## config.mk

```make
export PLATFORM = sky130hd
export DESIGN_NAME = keypad_entry
export DESIGN_NICKNAME = d
export VERILOG_FILES = /design/src/rtl/keypad_entry.sv
export SDC_FILE = /design/constraint.sdc
export NUM_CORES = 1
export LEC_CHECK = 0
export BUFFER_PORTS_ARGS = -buffer_cell sky130_fd_sc_hd__buf_2
export CAP_MARGIN = 10
export CORE_MARGIN = 3
export CORE_UTILIZATION = 53
export CTS_BUF_LIST = sky130_fd_sc_hd__clkbuf_4
export DETAILED_ROUTE_END_ITERATION = 12
export GPL_TIMING_DRIVEN = 0
export HOLD_SLACK_MARGIN = 0.12
export PLACE_DENSITY = 0.8
export SYNTH_ARGS = -nofsm -noshare
export SYNTH_HDL_FRONTEND = slang
export SYNTH_SLANG_ARGS = --single-unit
```

## constraint.sdc

```tcl
create_clock -name clk -period 2.9 [get_ports clk]
set_input_delay 0.145 -clock clk [delete_from_list [all_inputs] [get_ports clk]]
set_output_delay 0.145 -clock clk [all_outputs]
set_load 0.005 [all_outputs]
```

## src/rtl/keypad_entry.sv

```systemverilog
// rtl/keypad_entry.sv - 4x4 matrix keypad scanner with debounce and digit shift register
//
// Drives one active-low column at a time, watches the active-low rows, and
// confirms a key only after DEBOUNCE_SCANS consecutive agreeing samples taken
// once per column period. Confirmed keys are shifted into a 32-bit digit
// register, newest digit in the low nibble.
//
// Ports:
//   clk       in   system clock, rising edge
//   rst       in   asynchronous active-high reset
//   clr       in   synchronous clear of data
//   row[3:0]  in   keypad rows, active-low
//   col[3:0]  out  keypad column drive, active-low, one-hot-low
//   key_code  out  hex code (row*4+col) of the last confirmed key
//   key_valid out  one-cycle pulse per confirmed press
//   data      out  entered digits, one nibble each
module keypad_entry #(
  parameter int SCAN_TICKS     = 100_000,
  parameter int DEBOUNCE_SCANS = 20
) (
  input  logic        clk,
  input  logic        rst,
  input  logic        clr,
  input  logic [3:0]  row,
  output logic [3:0]  col,
  output logic [3:0]  key_code,
  output logic        key_valid,
  output logic [31:0] data
);

  localparam int TW = (SCAN_TICKS > 1) ? $clog2(SCAN_TICKS) : 1;
  localparam int CW = $clog2(DEBOUNCE_SCANS + 1);
  localparam logic [TW-1:0] TICK_LAST = TW'(SCAN_TICKS - 1);
  localparam logic [CW-1:0] CNT_LAST  = CW'(DEBOUNCE_SCANS);

  typedef enum logic [1:0] {S_SCAN, S_DEBOUNCE, S_HELD, S_RELEASE} state_t;

  state_t         state_q, state_d;
  logic [3:0]     row_meta_q, rs_q;
  logic [TW-1:0]  tick_cnt_q, tick_cnt_d;
  logic [3:0]     col_q, col_d;
  logic [1:0]     r_q, r_d, c_q, c_d;
  logic [CW-1:0]  cnt_q, cnt_d;
  logic [3:0]     key_code_q, key_code_d;
  logic           key_valid_q, key_valid_d;
  logic [31:0]    data_q, data_d;

  logic           tick;
  logic           confirm;
  logic [1:0]     scan_r, scan_c;
  logic [3:0]     new_code;

  assign tick = (tick_cnt_q == TICK_LAST);

  // Lowest-index low row wins when several keys share the active column.
  always_comb begin
    scan_r = 2'd3;
    if (!rs_q[0])      scan_r = 2'd0;
    else if (!rs_q[1]) scan_r = 2'd1;
    else if (!rs_q[2]) scan_r = 2'd2;
  end

  always_comb begin
    scan_c = 2'd3;
    if (!col_q[0])      scan_c = 2'd0;
    else if (!col_q[1]) scan_c = 2'd1;
    else if (!col_q[2]) scan_c = 2'd2;
  end

  // State register: every flop in the block lives here.
  always_ff @(posedge clk or posedge rst) begin
    if (rst) begin
      row_meta_q  <= 4'b1111;
      rs_q        <= 4'b1111;
      tick_cnt_q  <= '0;
      state_q     <= S_SCAN;
      col_q       <= 4'b1110;
      r_q         <= 2'd0;
      c_q         <= 2'd0;
      cnt_q       <= '0;
      key_code_q  <= 4'd0;
      key_valid_q <= 1'b0;
      data_q      <= 32'd0;
    end else begin
      row_meta_q  <= row;
      rs_q        <= row_meta_q;
      tick_cnt_q  <= tick_cnt_d;
      state_q     <= state_d;
      col_q       <= col_d;
      r_q         <= r_d;
      c_q         <= c_d;
      cnt_q       <= cnt_d;
      key_code_q  <= key_code_d;
      key_valid_q <= key_valid_d;
      data_q      <= data_d;
    end
  end

  // Next-state logic; the FSM only moves on tick cycles.
  always_comb begin
    tick_cnt_d = tick ? '0 : tick_cnt_q + TW'(1);
    state_d    = state_q;
    col_d      = col_q;
    r_d        = r_q;
    c_d        = c_q;
    cnt_d      = cnt_q;
    confirm    = 1'b0;
    if (tick) begin
      case (state_q)
        S_SCAN: begin
          if (&rs_q) begin
            col_d = {col_q[2:0], col_q[3]};
          end else begin
            r_d = scan_r;
            c_d = scan_c;
            if (DEBOUNCE_SCANS <= 1) begin
              state_d = S_HELD;
              cnt_d   = '0;
              confirm = 1'b1;
            end else begin
              state_d = S_DEBOUNCE;
              cnt_d   = CW'(1);
            end
          end
        end
        S_DEBOUNCE: begin
          if (!rs_q[r_q]) begin
            if (cnt_q + CW'(1) == CNT_LAST) begin
              state_d = S_HELD;
              cnt_d   = '0;
              confirm = 1'b1;
            end else begin
              cnt_d = cnt_q + CW'(1);
            end
          end else begin
            state_d = S_SCAN;
            cnt_d   = '0;
          end
        end
        S_HELD: begin
          if (rs_q[r_q]) begin
            if (DEBOUNCE_SCANS <= 1) begin
              state_d = S_SCAN;
              cnt_d   = '0;
            end else begin
              state_d = S_RELEASE;
              cnt_d   = CW'(1);
            end
          end
        end
        default: begin
          if (rs_q[r_q]) begin
            if (cnt_q + CW'(1) == CNT_LAST) begin
              state_d = S_SCAN;
              cnt_d   = '0;
            end else begin
              cnt_d = cnt_q + CW'(1);
            end
          end else begin
            state_d = S_HELD;
            cnt_d   = '0;
          end
        end
      endcase
    end
  end

  // Output logic; clr beats a same-edge shift but not the code/pulse update.
  always_comb begin
    new_code    = {r_d, c_d};
    key_valid_d = confirm;
    key_code_d  = confirm ? new_code : key_code_q;
    data_d      = data_q;
    if (confirm) data_d = {data_q[27:0], new_code};
    if (clr)     data_d = 32'd0;
  end

  assign col       = col_q;
  assign key_code  = key_code_q;
  assign key_valid = key_valid_q;
  assign data      = data_q;

endmodule
```

==> results.ini <==
[status]
status = completed

[placement]
hpwl_um = 4760
dp_worst_setup_slack_ns = 0.677
place_congestion = 0.805
io_buffers = 47

[logic_synthesis]
synth_cell_type_count = 50
syn_nets = 353
syn_area_sq_um = 3600
synth_seq_area_share_pct = 54.0
synthCells = 339
ys_warn_count = 0
ys.flop_type = dfrtp_1
synth_edf_count = 0
avgSynthCellArea_sq_um = 10.6
ys_ff_latch = 77
synth-async-reset-ratio_pct = 100

[pwr]
power_mw = 1.86
ir_drop_mv = 0.323
p_leak_nw = 1.99
cellPowerDensity_nw_per_um2 = 446

[clock_network]
cts_buffers = 9
ctsHoldBuffers = 6
ctsResizeCount = 0
cts_root_buf = clkbuf_4
h-tree-depth = 3
path_clk_slew_ns = 0.13
cts_buffer_depth = 2
postCtsSetupRepairBufs = 0
clk_latency_ns = 0.43
cts_tree = done
cts.sinks = 77

[die]
coreArea_sq_um = 6460
die_w_um = 88.4
dieArea_sq_um = 7810
core.rowCount = 29
initial_core_util_pct = 55.7
die_height_um = 88.4
ios = 48

[timing]
setup_violations = 0
period_share_pct = 76.8
final_hold_viol_count = 0
rsz0062_at_grt = no
fin_ws_ns = 0.674
finClkSkew_ns = 0.0232
timing.hold.ws_ns = 0.215
fin_crit_ns = 2.23
drv_slew = 0
slew_headroom_pct = 54.9
worstMarginPinSlew_ns = 0.676
fmax_mhz = 449
tns_ns = 0

[hold_path]
hold_path_class = in -> async

[route]
routed_wl_um = 6800
via_count = 2612
antenna_left = 0
via_per_inst = 5.37
drt_iter0_drc = 128
wl_per_cell_um = 14.0
first_pass_iters = 4
drc = 0

[setup_path]
crit_path_max_fanout = 10
slowest_stage = dfrtp_1
cp_common_cell = and4_1
worst_setup_path_start_kind = register
path_delay_family = simple AND/OR/NAND/NOR gates
worstPathCellList = ha_1, and4_1, and4_1, buf_4, nand4b_1, clkbuf_1, nand2_1, a21oi_2
cpPeakStageDelay_ns = 0.42
crit_type = reg -> reg
arrival_ns = 2.58
critPathRequiredTime_ns = 3.26
cp_num_buf_inv = 2
cp-end-kind = register

[layout]
area_growth_pct = 16.2
num-nets-final = 418
n_antenna_cell = 0
final_layout_size_suffix_gt1_share_pct = 30.8
layout.core_utilization_pct = 64.7

[global_route]
track_usage_pct = 19.2
antenna_found_initial = 0
grt-ovfl-total = 0
grt_max_degree = 57
grt_pass1_wl_um = 11700
grt_pass1_vias = 2552

[flow_run]
max_cap_violations = 0

layout by cell type (no fill, tap or decap), types with 3 or more instances in the layout:
master         netlist  final
ha_1                 7      7
dfstp_2             11     11
nand4_1              4      4
a21oi_1             12     12
dlygate4sd3_1        0      6
nand3b_1             4      4
nand3_1             10     10
nand2_2              8      8
clkbuf_4             0     11
o21bai_1             4      4
nor4_1               3      3
buf_2                1     48
nor2_1              12     12
mux2_2               4      4
mux2i_1              9      9
and2_1               3      3
dfrtp_1             66     66
xor2_1               5      5
nand2_1             65     65
inv_1               22     21
a31oi_1              4      4
a21oi_2             24     24
clkbuf_1             6      6
xnor2_1              8      8
and4_1               3      3
o21ai_0             10     10
cell type report:
type / instances / area [sq um]
buffer: 12 / 96.3
clock buffer: 11 / 82.6
clock inverter: 5 / 77.6
fill: 517 / 2280
inverter: 22 / 85.1
multi-input combinational: 228 / 1480
sequential: 77 / 1940
tap: 77 / 96.3
timing repair buffer: 54 / 323
layer usage:
layer / up-vias / track usage (%) / wire [um]
met5: - / 0 / 0
met4: 0 / 7.28 / 99
met3: 8 / 5.21 / 314
met2: 54 / 30.1 / 3260
met1: 1267 / 25.6 / 3130
li1: 1283 / - / -
path summary, 6_finish.rpt:
path / from / end / slack, ns / cells after the start
worst max register to register: tick_cnt_q[0]$_DFF_PP0_ / data[19]$_DFFE_PP0P_ / 0.67 / 8
max in group asynchronous: rst / row_meta_q[0]$_DFF_PP1_ / 2.05 / 4
min in group clk: row_meta_q[1]$_DFF_PP1_ / rs_q[1]$_DFF_PP1_ / 0.35 / 0
worst max-delay path: tick_cnt_q[0]$_DFF_PP0_ / data[19]$_DFFE_PP0P_ / 0.67 / 8
worst min-delay path: rst / tick_cnt_q[14]$_DFF_PP0_ / 0.22 / 3
worst min register to register: row_meta_q[1]$_DFF_PP1_ / rs_q[1]$_DFF_PP1_ / 0.35 / 0
where the power goes:
part           switching (mW)  internal [mW]
Clock                   0.356          0.367
Sequential            0.00341           1.08
Combinational          0.0364         0.0173
Total                   0.395           1.47
stage by stage:
| stage | instance area (sq um) | cells |
|---|---|---|
| 3_3_place_gp | 3930 | 463 |
| 4_1_cts | 4180 | 486 |
| 5_1_grt | 4180 | 486 |
| 2_1_floorplan | 3600 | 339 |
| 3_5_place_dp | 3960 | 464 |
| 6_report | 4180 | 486 |
worst register-to-register path, delay by kind of cell (launching register included):
family / cells / cell delay (ns)
simple gates: 4 / 0.81
compound gates: 1 / 0.13
buf+inv: 2 / 0.55
flops: 1 / 0.42
fa+ha+maj: 1 / 0.25
cell usage after synthesis, types with 2 or more instances:
library cell	number	area (sq um)
a21oi_1	12	60.1
a21oi_2	24	210
a31o_2	2	17.5
a31oi_1	4	25.0
and2_1	3	18.8
and3_1	2	12.5
and4_1	3	26.3
and4b_1	2	20.0
buf_8	2	30.0
clkbuf_1	6	22.5
dfrtp_1	66	1650
dfstp_2	11	289
ha_1	7	87.6
inv_1	22	82.6
mux2_2	4	45.0
mux2i_1	9	90.1
nand2_1	65	244
nand2_2	8	50.1
nand3_1	10	50.1
nand3b_1	4	30.0
nand4_1	4	25.0
nand4b_1	2	17.5
nor2_1	12	45.0
nor2b_1	2	12.5
nor3b_1	2	15.0
nor4_1	3	18.8
nor4bb_1	2	20.0
o21ai_0	10	50.1
o21bai_1	4	30.0
xnor2_1	8	70.1
xor2_1	5	43.8
cells by family after synthesis:
family,synth area share [%]
compound gates,12.5
simple gates,18.5
flops,54.0
fa+ha+maj,2.44
xor+xnor,3.17
mux,4.38
buf+inv,4.98
sequential cells by signal, summed over array words and instances (netlist names), named ones only:
register    cells
rs_q            4
col             4
r_q             2
cnt_q           5
c_q             2
tick_cnt_q     17
state_q         1
row_meta_q      4
data           32
key_valid       1
key_code        4
Power figures use the tool's default switching activity.
